[src/rtl/region_classifier.sv]
// region_classifier: per-channel float exponent region classifier with a one-entry output skid buffer.
// Optional statistics counters are enabled by defining REGION_CLASSIFIER_STATS_EN.
module region_classifier #(
    parameter int EXP_W   = 8,
    parameter int MAN_W   = 23,
    parameter int NUM_CH  = 4,
    parameter int SAT_EXP = 129,
    parameter int LIN_EXP = 123
) (
    input  logic                                clock,
    input  logic                                reset,
    input  logic                                in_valid,
    output logic                                in_ready,
    input  logic [NUM_CH*(1+EXP_W+MAN_W)-1:0]   in_data,
    input  logic                                cfg_we,
    input  logic [EXP_W-1:0]                    cfg_sat,
    input  logic [EXP_W-1:0]                    cfg_lin,
    output logic                                cfg_err,
    output logic                                out_valid,
    input  logic                                out_ready,
    output logic [NUM_CH*3-1:0]                 out_region,
    output logic [NUM_CH-1:0]                   out_sign,
    output logic [NUM_CH*(1+EXP_W+MAN_W)-1:0]   out_data,
    input  logic [2:0]                          stat_sel,
    input  logic                                stat_clr,
    output logic [31:0]                         stat_count
);
    localparam int W = 1 + EXP_W + MAN_W;

    logic [EXP_W-1:0]    sat_thr, lin_thr;
    logic [NUM_CH*3-1:0] in_region, skid_region;
    logic [NUM_CH-1:0]   in_sign, skid_sign;
    logic [NUM_CH*W-1:0] skid_data;
    logic                skid_valid, accept, out_free, cfg_ok;

    assign accept   = in_valid && in_ready;
    assign out_free = !out_valid || out_ready;
    assign cfg_ok   = {1'b0, cfg_lin} <= {1'b0, cfg_sat} + (EXP_W+1)'(1);

    // Words are classified at acceptance, so later threshold writes never touch queued words.
    for (genvar c = 0; c < NUM_CH; c++) begin : g_ch
        logic [EXP_W-1:0] e;
        logic [MAN_W-1:0] m;
        assign e          = in_data[c*W+MAN_W +: EXP_W];
        assign m          = in_data[c*W +: MAN_W];
        assign in_sign[c] = in_data[c*W+W-1];
        assign in_region[c*3 +: 3] = (&e && m != '0) ? 3'b100 :
                                     &e               ? 3'b001 :
                                     e == '0          ? 3'b011 :
                                     e > sat_thr      ? 3'b001 :
                                     e < lin_thr      ? 3'b010 : 3'b000;
    end

    always_ff @(posedge clock) begin
        if (reset) begin
            sat_thr <= EXP_W'(SAT_EXP);
            lin_thr <= EXP_W'(LIN_EXP);
            cfg_err <= 1'b0;
        end else begin
            cfg_err <= cfg_we && !cfg_ok;
            if (cfg_we && cfg_ok) begin
                sat_thr <= cfg_sat;
                lin_thr <= cfg_lin;
            end
        end
    end

    always_ff @(posedge clock) begin
        if (reset) begin
            out_valid   <= 1'b0;
            out_region  <= '1;
            out_sign    <= '0;
            out_data    <= '0;
            skid_valid  <= 1'b0;
            skid_region <= '0;
            skid_sign   <= '0;
            skid_data   <= '0;
            in_ready    <= 1'b0;
        end else if (out_free) begin
            if (skid_valid) begin
                out_region <= skid_region;
                out_sign   <= skid_sign;
                out_data   <= skid_data;
            end else if (accept) begin
                out_region <= in_region;
                out_sign   <= in_sign;
                out_data   <= in_data;
            end
            out_valid  <= skid_valid || accept;
            skid_valid <= 1'b0;
            in_ready   <= 1'b1;
        end else if (accept) begin
            skid_region <= in_region;
            skid_sign   <= in_sign;
            skid_data   <= in_data;
            skid_valid  <= 1'b1;
            in_ready    <= 1'b0;
        end
    end

`ifdef REGION_CLASSIFIER_STATS_EN
    // Index 0..4 hold codes 000..100, index 5 holds code 111.
    logic [31:0] cnt [6];
    logic [32:0] sum [6];

    always_comb begin
        for (int i = 0; i < 6; i++) begin
            sum[i] = {1'b0, cnt[i]};
            for (int c = 0; c < NUM_CH; c++)
                sum[i] = sum[i] + 33'(out_region[c*3 +: 3] == (i == 5 ? 3'd7 : 3'(i)));
        end
    end

    always_ff @(posedge clock) begin
        if (reset || stat_clr) begin
            for (int i = 0; i < 6; i++) cnt[i] <= '0;
        end else if (out_valid && out_ready) begin
            for (int i = 0; i < 6; i++) cnt[i] <= sum[i][32] ? '1 : sum[i][31:0];
        end
    end

    assign stat_count = stat_sel == 3'b111 ? cnt[5] : stat_sel > 3'b100 ? '0 : cnt[stat_sel];
`else
    logic unused_stat;
    assign unused_stat = ^{stat_sel, stat_clr};
    assign stat_count  = '0;
`endif

endmodule

[config.mk]
export PLATFORM = sky130hd
export DESIGN_NAME = region_classifier
export DESIGN_NICKNAME = d
export VERILOG_FILES = /design/src/rtl/region_classifier.sv
export SDC_FILE = /design/constraint.sdc
export NUM_CORES = 1
export LEC_CHECK = 0
export ABC_AREA = 1
export CORE_MARGIN = 1.5
export CORE_UTILIZATION = 50
export DETAILED_ROUTE_END_ITERATION = 6
export PLACE_DENSITY_LB_ADDON = 0.1
export SLEW_MARGIN = 40
export SYNTH_ARGS = -nofsm -noshare
export SYNTH_HDL_FRONTEND = slang
export SYNTH_SLANG_ARGS = --single-unit
[constraint.sdc]
create_clock -name clock -period 3.3 [get_ports clock]
set_clock_uncertainty 0.1 [all_clocks]
set_input_delay 0.66 -clock clock [delete_from_list [all_inputs] [get_ports clock]]
set_output_delay 0.66 -clock clock [all_outputs]
set_load 0.02 [all_outputs]
### Yosys cells after proc, flatten, opt, wreduce, memory -nomap -nowiden

Cells that the tools add are included.

* $add $sub $neg: 1
* $mul: 0
* div/mod/pow operators: 0
* magnitude comparators: 9
* equal/unequal tests: 0
* shift operators: 0
* mux-type cells: 28
* bitwise logic cells: 1
* reduce and logical (&&, ||, !) cells: 28

Operators by type and width (count)
* $mux 128: 2
* $reduce_bool 23->1: 4
* $gt 8x8->1: 4
* $logic_not 8->1: 4
* $lt 8x8->1: 4
* $mux 2: 16
* $reduce_and 8->1: 4
* $mux 12: 2
* $mux 3: 4
* $add 8x1->9 const B: 1
* $le 8x9->1: 1
* $mux 4: 2
* $logic_and 1x1->1: 7
* $reduce_and 2->1: 2
* $reduce_bool 2->1: 2
* $logic_not 1->1: 2
* $logic_or 1x1->1: 2
* $mux 1: 2
* $reduce_or 2->1: 1
* $not 1->1: 1

* register bits: 308
* latch bits: 0
* memory bits (writable): 0
* ROM bits: 0
* input port bits: 153
* output and inout bits: 179
* logic and storage cells: 79
* memories kept: 0

### Longest topological paths before layout

Gate-level depths: netlist of run 1.

* depth in word-level cells: 8
* mapped depth: 17
* depth with buffers taken out: 16

### Worst setup path after synthesis of run 1

Ideal clock, no wire load.

* kind: input port to flip-flop
* start point: input port cfg_sat[0]
* end point: register sat_thr[3]
* library setup time: 115 ps
* arrival time: 2333 ps
* required time: 3085 ps
* path slack: 752 ps
* stages: 16
* path buffers: 1
* path through: ha_1 nand2_2 nor2_4 nand3_1 xor2_1 ha_1 a21oi_1 nand3b_1 nand2_1 nor2_2 nand2_2 nand2_4 buf_6 nand3_1 nand2_1 nor2_1

* longest elaborated chain between the ends: 3

Ends and longest elaborated chain
* start, declared: RTL line 16 `input logic [EXP_W-1:0] cfg_sat,`
* $add 8x1->9: RTL line 38 `assign cfg_ok = {1'b0, cfg_lin} <= {1'b0, cfg_sat} + (EXP_W+1)'(1);`
* $le 8x9->1: RTL line 38
* $logic_and 1x1->1: RTL line 61 `if (cfg_we && cfg_ok) begin`
* end signal, assigned: RTL line 56 `sat_thr <= EXP_W'(SAT_EXP);`
* end signal, assigned: RTL line 62 `sat_thr <= cfg_sat;`
* end, declared: RTL line 30 `logic [EXP_W-1:0] sat_thr, lin_thr;`

Every way passes these cells.
A chain may end at the register's enable or synchronous reset.

### Worst setup path after layout of run 1

* start point: input port cfg_sat[0]
* end point: register lin_thr[0]

* longest elaborated chain between the ends: 3

Ends and longest elaborated chain
* $add 8x1->9: RTL line 38
* $le 8x9->1: RTL line 38
* $logic_and 1x1->1: RTL line 61
* end signal, assigned: RTL line 57 `lin_thr <= EXP_W'(LIN_EXP);`
* end signal, assigned: RTL line 63 `lin_thr <= cfg_lin;`
* end, declared: RTL line 30

Every way passes these cells.

==> results of run 1 <==
==> path summary, 6_finish.rpt <==
kind                                                  start                          end  slack, ps  cells past startpoint
worst max-delay path                             cfg_sat[0]      lin_thr[0]$_SDFFE_PP1P_        480                     16
worst max register to register      skid_valid$_SDFFE_PP0P_   out_region[5]$_SDFFE_PP1P_       1350                      4
worst min-delay path            out_region[11]$_SDFFE_PP1P_  out_region[11]$_SDFFE_PP1P_        360                      2
worst min register to register  out_region[11]$_SDFFE_PP1P_  out_region[11]$_SDFFE_PP1P_        360                      2
==> flip-flops by register name, summed over array words and instances, names as in the netlist, 4 cells and up <==
| register | cells |
|---|---|
| out_data | 124 |
| skid_sign | 4 |
| sat_thr | 8 |
| skid_data | 124 |
| out_sign | 4 |
| out_region | 12 |
| skid_region | 12 |
| lin_thr | 8 |
==> power by group <==
part	internal, W	switching [W]
clock	0.00216	0.00148
sequential	0.00381	0.0000971
combinational	0.000690	0.000877
==> worst register-to-register path, stage by stage (launching register included) <==
cell,delay (ps)
dfxtp_4,550
buf_4,690
o21ai_0,320
o21ai_0,120
nand2_1,60
==> logic make-up (layout without fill, tap and decap cells) <==
group | count (synthesis) | in the layout
AOI/OAI and AO/OA | 599 | 599
and+or+nand+nor | 571 | 571
xor gates and xnor gates | 6 | 6
DFF | 300 | 300
adders and majority gates | 69 | 69
buffers and inverters | 355 | 569
other | 1 | 32
==> area by class of cell <==
class                   instances  area, µm²  share of cell area
flip-flops and latches        300       6010               0.332
well taps                     372        465              0.0257
inverters                     190        726              0.0401
repair buffers                317       3240               0.179
clock inverters                12       60.1             0.00332
clock buffers                  50       1020              0.0567
multi-input cells            1277       6550               0.362
==> routing by layer <==
| layer | GRT usage | up-vias |
|---|---|---|
| met2 | 0.426 | 392 |
| met3 | 0.0405 | 91 |
| met1 | 0.328 | 5968 |
| li1 | - | 6755 |
| met4 | 0.103 | 0 |
| met5 | 0 | - |
==> cells in the final DEF (no fill, tap or decap), types with 2 or more instances in the layout <==
cell type / Yosys / final
o21a_1: 3 / 3
a21o_1: 2 / 2
nand4_1: 39 / 39
nor2_4: 1 / 2
nor3_1: 2 / 2
nand2_1: 409 / 409
dfxtp_1: 300 / 299
o21ai_1: 13 / 13
conb_1: 1 / 32
a21oi_1: 185 / 185
xor2_1: 5 / 5
clkbuf_1: 86 / 8
clkbuf_8: 0 / 5
inv_1: 188 / 186
buf_12: 0 / 10
o21ai_0: 266 / 266
nand2_2: 4 / 4
clkinv_2: 0 / 12
clkbuf_16: 0 / 37
clkdlybuf4s50_1: 0 / 295
buf_4: 36 / 12
a31oi_1: 128 / 128
inv_6: 0 / 2
ha_1: 69 / 69
nor2_1: 69 / 69
nand3_1: 42 / 42
==> stage by stage <==
stage | power (W) | util | instance area [µm²] | setup WS, ps | hold WS (ps)
final | 0.00911 | 0.665 | 18100 | 482 | 357
after global routing | 0.00949 | 0.665 | 18100 | 278 | 384
after CTS | 0.00918 | 0.665 | 18100 | 498 | 362
after detailed placement | 0.00554 | 0.625 | 17000 | -21.7 | 347
after global placement | 0.00551 | 0.625 | 17000 | 67.2 | 341
after floorplan | 0.00487 | - | 14100 | 752 | 329
==> impl_metrics.env, run 1 <==
export IMPL_worst_pin_slew_ps=817
export IMPL_gp_congestion=0.821
export IMPL_drt_initial_drc_count=948
export IMPL_drive_gt1_frac=0.0419
export IMPL_die_h_um=170
export IMPL_synth_warnings=0
export IMPL_initial_utilization=0.514
export IMPL_syn_area_per_cell_um2=7.34
export IMPL_grt_max_degree=141
export IMPL_hpwl_um=25100
export IMPL_crit_arrival_ps=3100
export IMPL_core_um2=27200
export IMPL_synth_common_cells="nand2_1 (409), dfxtp_1 (300), o21ai_0 (266), inv_1 (188), a21oi_1 (185)"
export IMPL_required_ps=3580
export IMPL_ctsHoldBuffers=0
export IMPL_start_kind="input port"
export IMPL_wl_met3_um=2200
export IMPL_cts_root_buf="clkbuf_16"
export IMPL_period_minus_slack_ps=2820
export IMPL_irDropWorstVdd_mv=0.376
export IMPL_synth_area_um2=14000
export IMPL_synth_compound_area_frac=0.228
export IMPL_grt_setup_unrepaired="no"
export IMPL_cts_buffer_depth=3
export IMPL_cts_tree="done"
export IMPL_grt_pass1_vias=12400
export IMPL_min_path_type="register to register"
export IMPL_post_cts_buffers=0
export IMPL_firstDrtPassIters=5
export IMPL_yosysTopAreaCell="dfxtp_1"
export IMPL_p_leak_nw=7.93
export IMPL_max_freq_mhz=355
export IMPL_slowest_stage="clkdlybuf4s50_1"
export IMPL_die_area_um2=28900
export IMPL_drv_cap=0
export IMPL_numClockSinks=300
export IMPL_synthAdderAreaFrac=0.0618
export IMPL_synth_most_common_cell="nand2_1"
export IMPL_top_layer="met4"
export IMPL_max_stage_delay_ps=480
export IMPL_num_fill_cells=2404
export IMPL_crit_family="simple AND/OR/NAND/NOR gates"
export IMPL_synth_top_family_by_area="compound AO/OA/AOI/OAI gates"
export IMPL_clkTransAtPathRegs_ps=60
export IMPL_critical_path_buf_inv_count=1
export IMPL_path_cells="clkdlybuf4s50_1, ha_1, nand2_2, nor2_4, nand3_1, xor2_1, ha_1, a21oi_1, nand3b_1, nand2_1, nor2_2, nand2_2, nand2_4, nand2_2, nand2_1, nand3_1"
export IMPL_area_growth_pct=29.5
export IMPL_setup_tns_ps=0
export IMPL_fp_dieW_um=170
export IMPL_grt_overflow=0
export IMPL_power_density_nw_per_um2=504
export IMPL_htree_levels=2
export IMPL_hold_viol=0
export IMPL_ant_nets=0
export IMPL_cts_resized=0
export IMPL_synth_cells=1901
export IMPL_status="completed"
export IMPL_cts_buffers=35
export IMPL_async_flop_share=0
export IMPL_cp_max_fo=18
export IMPL_synth_edf_count=0
export IMPL_io_buffer_count=295
export IMPL_grt_pass1_wl_um=60500
export IMPL_finalCritPeriodShare=0.854
export IMPL_via_count=13200
export IMPL_clock_latency_ps=510
export IMPL_setup_viol=0
export IMPL_vias_per_cell=5.24
export IMPL_worst_setup_path_type="input port to register"
export IMPL_io_pins=332
export IMPL_place_inst=2456
export IMPL_ys_seq_area_frac=0.430
export IMPL_ys_top_cells_by_area="dfxtp_1 (43%), nand2_1 (11%), o21ai_0 (9.5%), a21oi_1 (6.6%), ha_1 (6.2%)"
export IMPL_critPathCaptureType="register"
export IMPL_track_usage=0.255
export IMPL_synth_xor_area_frac=0.00376
export IMPL_wl_met1_um=16900
export IMPL_final_nets=2343
export IMPL_yosysUniqueCellTypes=32
export IMPL_ys_ff_latch=300
export IMPL_final_cells=2518
export IMPL_num_rows=60
export IMPL_synthFlopType="dfxtp_1"
export IMPL_netlist_area_leader_share=0.430
export IMPL_n_antenna_cell=0
export IMPL_synthMuxAreaShare=0
export IMPL_antenna_found_initial=0
export IMPL_slew_headroom=0.455
export IMPL_post_drt_wl_per_cell_um=14.9
export IMPL_drv_slew=0
export IMPL_synth_simple_area_share=0.167
export IMPL_cp_common_cell="nand2_2"
export IMPL_wl_um=37500
export IMPL_drc=0
export IMPL_met2_length_um=17100
No activity file was read; power rests on OpenSTA's default activity.
==> run 2: changes to the inputs <==
CORE_MARGIN = 4   (was 1.5)
PLACE_DENSITY = 0.81   (was unset)
PLACE_DENSITY_LB_ADDON = unset   (was 0.1)
==> run 2 against run 1 <==
  * Sequential power about the same
  * First-iteration DRC count grew 6.0%
  * Via count grew 1.6%
  * Clock-buffer cell count shrank 5
==> impl_metrics.env, run 2 (synthesized netlist as in run 1, its figures left out) <==
export IMPL_status="completed"
export IMPL_drv_slew=0
export IMPL_pre_cts_ws_ps=-4.43
export IMPL_post_drt_wl_per_cell_um=15.8
export IMPL_crit_family="simple AND/OR/NAND/NOR gates"
export IMPL_mostFrequentLayoutCells="nand2_1 (409), dfxtp_1 (299), clkdlybuf4s50_1 (294)"
export IMPL_r2r_end="out_data[106]$_SDFFE_PP0P_"
export IMPL_cts_buffers=30
export IMPL_irDropWorstVdd_mv=0.360
export IMPL_hpwl_um=27400
export IMPL_wl_um=39600
export IMPL_cp_max_fo=14
export IMPL_antenna_found_initial=0
export IMPL_endpoint="sat_thr[5]$_SDFFE_PP0P_"
export IMPL_worst_setup_path_type="input port to register"
export IMPL_firstDrtPassIters=6
export IMPL_finalCritPeriodShare=0.832
export IMPL_start_kind="input port"
export IMPL_p_sw_w=0.00243
export IMPL_cts_resized=0
export IMPL_grt_max_degree=111
export IMPL_top_usage_layer="met2"
export IMPL_drc=0
export IMPL_power_density_nw_per_um2=500
export IMPL_cts_root_buf="clkbuf_16"
export IMPL_period_minus_slack_ps=2750
export IMPL_setup_tns_ps=0
export IMPL_grt_setup_unrepaired="no"
export IMPL_critical_path_startpoint="cfg_sat[1]"
export IMPL_slowest_stage="clkdlybuf4s50_1"
export IMPL_ctsHoldBuffers=0
export IMPL_final_common_cell="nand2_1"
export IMPL_fp_dieW_um=175
export IMPL_pwr_share_comb=0.176
export IMPL_grt_pass1_vias=13000
export IMPL_r2r_cells=5
export IMPL_clkTransAtPathRegs_ps=60
export IMPL_via_count=13400
export IMPL_max_stage_delay_ps=490
export IMPL_area_growth_pct=28.9
export IMPL_initial_utilization=0.514
export IMPL_largest_registers="out_data: 124 flops, skid_data: 124 flops"
export IMPL_use_met3=0.0454
export IMPL_finish_utilization=0.662
export IMPL_worst_pin_slew_ps=626
export IMPL_clockPowerShare=0.390
export IMPL_grt_overflow=0
export IMPL_post_cts_buffers=0
export IMPL_final_nets=2337
export IMPL_rr_startpoint="skid_valid$_SDFFE_PP0P_"
export IMPL_hold_viol=0
export IMPL_cp_depth=17
export IMPL_grt_pass1_wl_um=64400
export IMPL_cts_tree="done"
export IMPL_r2r_slack_ps=1170
export IMPL_crit_arrival_ps=3090
export IMPL_required_ps=3650
export IMPL_min_path_type="register to register"
export IMPL_p_leak_nw=7.88
export IMPL_io_pins=332
export IMPL_num_fill_cells=2334
export IMPL_min_delay_start="lin_thr[4]$_SDFFE_PP1P_"
export IMPL_track_usage=0.247
export IMPL_use_met1=0.323
export IMPL_slew_headroom=0.583
export IMPL_drv_cap=0
export IMPL_n_antenna_cell=0
export IMPL_internal_power_w=0.00656
export IMPL_clock_latency_ps=550
export IMPL_switching_share=0.271
export IMPL_io_buffer_count=295
export IMPL_critical_path_buf_inv_count=3
export IMPL_gp_congestion=0.858
export IMPL_die_h_um=175
export IMPL_ant_nets=0
export IMPL_critPathCaptureType="register"
export IMPL_num_rows=60
export IMPL_vias_per_cell=5.34
export IMPL_cts_buffer_depth=3
export IMPL_grt_util_met2=0.409
export IMPL_setup_viol=0
export IMPL_die_area_um2=30700
export IMPL_max_freq_mhz=364
export IMPL_numClockSinks=300
export IMPL_path_cells="clkdlybuf4s50_1, ha_1, nand2_2, nor2_4, nand3_1, xor2_1, ha_1, nand2_1, inv_1, nand3_1, nor2_1, nand2_1, nand2_2, nand2_4, buf_4, a21oi_1, nor2_1"
export IMPL_htree_levels=1
export IMPL_seq_power_share=0.434
export IMPL_setup_ws_ps=554
export IMPL_core_um2=27200
export IMPL_drt_initial_drc_count=1005
export IMPL_drive_gt1_frac=0.0407
export IMPL_p_total_w=0.00900
-- run 2: changes by cell type in the layout (fill, tap and decap cells not counted) --
cell	previous run	this run
clkbuf_1	8	5
clkbuf_16	37	31
buf_2	0	1
bufinv_16	0	2
clkinv_2	12	6
clkbuf_8	5	9
clkdlybuf4s50_1	295	294
buf_12	10	9
clkinvlp_4	0	3
-- run 2: how the worst min path moves through the flow --
stage,endpoint,slack (ps),cells past startpoint
final,lin_thr[4]$_SDFFE_PP1P_,360,2
after global routing,lin_thr[4]$_SDFFE_PP1P_,380,2
after CTS,lin_thr[4]$_SDFFE_PP1P_,370,2
after detailed placement,lin_thr[4]$_SDFFE_PP1P_,350,2
after global placement,lin_thr[1]$_SDFFE_PP1P_,340,2
after floorplan,lin_thr[1]$_SDFFE_PP1P_,330,2
-- run 2: layout make-up --
class	count	area, µm²	share of cell area
clock buffers	45	918	0.0510
clock inverters	11	113	0.00626
inverters	190	726	0.0403
multi-input cells	1277	6550	0.364
flip-flops and latches	300	6010	0.334
well taps	372	465	0.0259
repair buffers	316	3220	0.179
-- run 2: routing by layer --
metal,wire (µm),part of all wire
met5,0,0
met4,1290,0.033
met3,2860,0.072
met2,18200,0.46
met1,17300,0.44
-- run 2: worst reg2reg max path: cells and delay by family (launching register included) --
family / cells / cell delay, ps
flip-flops: 1 / 740
AO/OA/AOI/OAI: 3 / 530
buffers and inverters: 2 / 680
-- run 2: power groups by stage --
| stage | clock network, W | logic [W] | registers (W) |
|---|---|---|---|
| 2_1_floorplan | 0 | 0.000740 | 0.00413 |
| 3_3_place_gp | 0 | 0.00153 | 0.00398 |
| 3_5_place_dp | 0 | 0.00157 | 0.00398 |
| 4_1_cts | 0.00357 | 0.00159 | 0.00390 |
| 5_1_grt | 0.00371 | 0.00175 | 0.00392 |
| 6_report | 0.00351 | 0.00159 | 0.00390 |
-- run 2: through the flow --
stage	cell area (µm²)	hold WS (ps)	instances
floorplan	14100	329	1932
global placement	17000	340	2455
global route	18000	381	2511
finish	18000	362	2511
CTS	18000	365	2511
detailed placement	17000	349	2455
==> run 3: changes to the inputs <==
CORE_UTILIZATION = 45   (was 50)
PLACE_DENSITY = 0.77   (was 0.81)
clock period = 2.2 ns   (was 3.3 ns; I/O delays follow)
==> run 3 against run 2 <==
  * Critical endpoint unchanged
  * Flip-flop and latch count did not move
  * Largest power group unchanged
  * Non-clock buffer count rose by 71
  * Sequential power rose by 50%
  * Global-route usage fell by 1.8 points
  * First-iteration DRC count fell by 5.9%
  * Highest routed layer unchanged
  * Clock power rose by 63%
==> impl_metrics.env, run 3 (synthesized netlist as in run 1, its figures left out) <==
export IMPL_status="completed"
export IMPL_final_common_cell="nand2_1"
export IMPL_drive_gt1_frac=0.0786
export IMPL_drc=0
export IMPL_drt_initial_drc_count=946
export IMPL_start_kind="input port"
export IMPL_fp_dieW_um=184
export IMPL_worst_setup_path_type="input port to register"
export IMPL_finalCritPeriodShare=0.959
export IMPL_post_drt_wl_per_cell_um=15.7
export IMPL_pwr_share_comb=0.180
export IMPL_die_area_um2=33900
export IMPL_p_total_w=0.0141
export IMPL_antenna_found_initial=1
export IMPL_p_sw_w=0.00373
export IMPL_cts_root_buf="clkbuf_16"
export IMPL_die_h_um=184
export IMPL_initial_utilization=0.456
export IMPL_core_um2=30600
export IMPL_io_buffer_count=295
export IMPL_cts_tree="done"
export IMPL_gp_congestion=0.841
export IMPL_seq_power_share=0.415
export IMPL_cts_buffers=34
export IMPL_mostFrequentLayoutCells="nand2_1 (407), dfxtp_1 (299), clkdlybuf4s50_1 (288)"
export IMPL_min_path_type="input port to register"
export IMPL_grt_overflow=0
export IMPL_irDropWorstVdd_mv=0.443
export IMPL_ant_nets=0
export IMPL_internal_power_w=0.0104
export IMPL_clockPowerShare=0.405
export IMPL_track_usage=0.229
export IMPL_drv_cap=0
export IMPL_num_fill_cells=2609
export IMPL_p_leak_nw=8.35
export IMPL_wl_um=41100
export IMPL_largest_registers="out_data: 124 flops, skid_data: 124 flops"
export IMPL_numClockSinks=300
export IMPL_pre_cts_ws_ps=-942
export IMPL_switching_share=0.264
export IMPL_setup_ws_ps=89.8
export IMPL_required_ps=2490
export IMPL_grt_pass1_wl_um=65100
export IMPL_setup_viol=0
export IMPL_num_rows=64
export IMPL_hold_viol=0
export IMPL_grt_setup_unrepaired="yes"
export IMPL_setup_tns_ps=0
export IMPL_hpwl_um=29000
export IMPL_vias_per_cell=5.25
export IMPL_grt_pass1_vias=13200
export IMPL_firstDrtPassIters=5
export IMPL_io_pins=332
export IMPL_final_nets=2413
export IMPL_clkTransAtPathRegs_ps=50
export IMPL_htree_levels=2
export IMPL_clock_latency_ps=500
export IMPL_period_minus_slack_ps=2110
export IMPL_crit_arrival_ps=2400
export IMPL_power_density_nw_per_um2=747
export IMPL_max_freq_mhz=474
export IMPL_cts_buffer_depth=3
export IMPL_via_count=13700
export IMPL_cp_max_fo=6
export IMPL_critPathCaptureType="register"
export IMPL_drv_slew=0
export IMPL_area_growth_pct=35.3
export IMPL_grt_max_degree=101
[run 3: changes by cell type in the layout (fill, tap and decap cells not counted), sizes merged]
cell           before  now
buf                22   94
clkbuf             45   54
clkdlybuf4s50     294  288
clkinv              6    3
clkinvlp            3    1
diode               0    2
dlymetal6s2s        0    2
clkdlybuf4s15       0    1
dlygate4sd2         0    1
nand2             414  415
[run 3: path summary, 6_finish.rpt]
kind / slack [ps] / start / to / depth (start not counted)
max: 90 / cfg_sat[0] / sat_thr[5]$_SDFFE_PP0P_ / 17
min: 240 / cfg_sat[0] / sat_thr[0]$_SDFFE_PP1P_ / 4
max reg2reg: 300 / sat_thr[7]$_SDFFE_PP1P_ / out_region[10]$_SDFFE_PP1P_ / 13
min reg2reg: 360 / lin_thr[4]$_SDFFE_PP1P_ / lin_thr[4]$_SDFFE_PP1P_ / 2
[run 3: cell type report]
| cell class | count | area (µm²) | area share |
|---|---|---|---|
| diodes | 2 | 5.00 | 0.000265 |
| clock buffers | 53 | 1060 | 0.0559 |
| clock inverters | 6 | 86.3 | 0.00457 |
| inverters | 190 | 726 | 0.0384 |
| multi-input cells | 1278 | 6640 | 0.351 |
| flip-flops and latches | 300 | 6010 | 0.318 |
| well taps | 396 | 495 | 0.0262 |
| repair buffers | 387 | 3880 | 0.205 |
[run 3: metrics by stage]
| step | hold WS (ps) | util | std cells | instance area (µm²) |
|---|---|---|---|---|
| finish | 239 | 0.618 | 2612 | 18900 |
| CTS | 340 | 0.617 | 2610 | 18900 |
| detailed placement | 345 | 0.577 | 2546 | 17700 |
| floorplan | 329 | - | 1932 | 14100 |
| global route | 263 | 0.618 | 2611 | 18900 |
| global placement | 342 | 0.577 | 2546 | 17700 |
[run 3: worst max-delay path, cell delays in order]
cell and delay [ps]:
buf_4 110, ha_4 140, nand2_2 50, nor2_4 100
nand3_2 80, xor2_1 150, ha_1 310, a21oi_1 160
nand3b_1 130, nand2_1 70, nor2_2 110, nand2_2 100
buf_4 160, nand2_4 80, nand3_1 90, nand2_1 70
nor2_1 40
[run 3: what timing repair did]
item	4_1_cts	5_1_grt
endpoints found under the hold margin	0	0
gates cloned	1	0
setup buffers	4	0
hold buffers	0	0
pin swaps	5	9
endpoints found under the setup margin	17	17
resized for setup	16	14
[run 3: per-layer routing]
layer | track usage | wire (µm) | vias up
li1 | - | - | 6889
met1 | 0.294 | 17500 | 6335
met2 | 0.384 | 19500 | 430
met3 | 0.0515 | 3010 | 60
met4 | 0.0719 | 1010 | 0
met5 | 0 | 0 | -
[run 3: power by group through the flow]
stage | sequential, W | clock, W | combinational [W]
after global placement | 0.00596 | 0 | 0.00243
after global routing | 0.00589 | 0.00609 | 0.00279
after detailed placement | 0.00597 | 0 | 0.00249
after floorplan | 0.00619 | 0 | 0.00112
after CTS | 0.00585 | 0.00584 | 0.00253
final | 0.00586 | 0.00571 | 0.00254
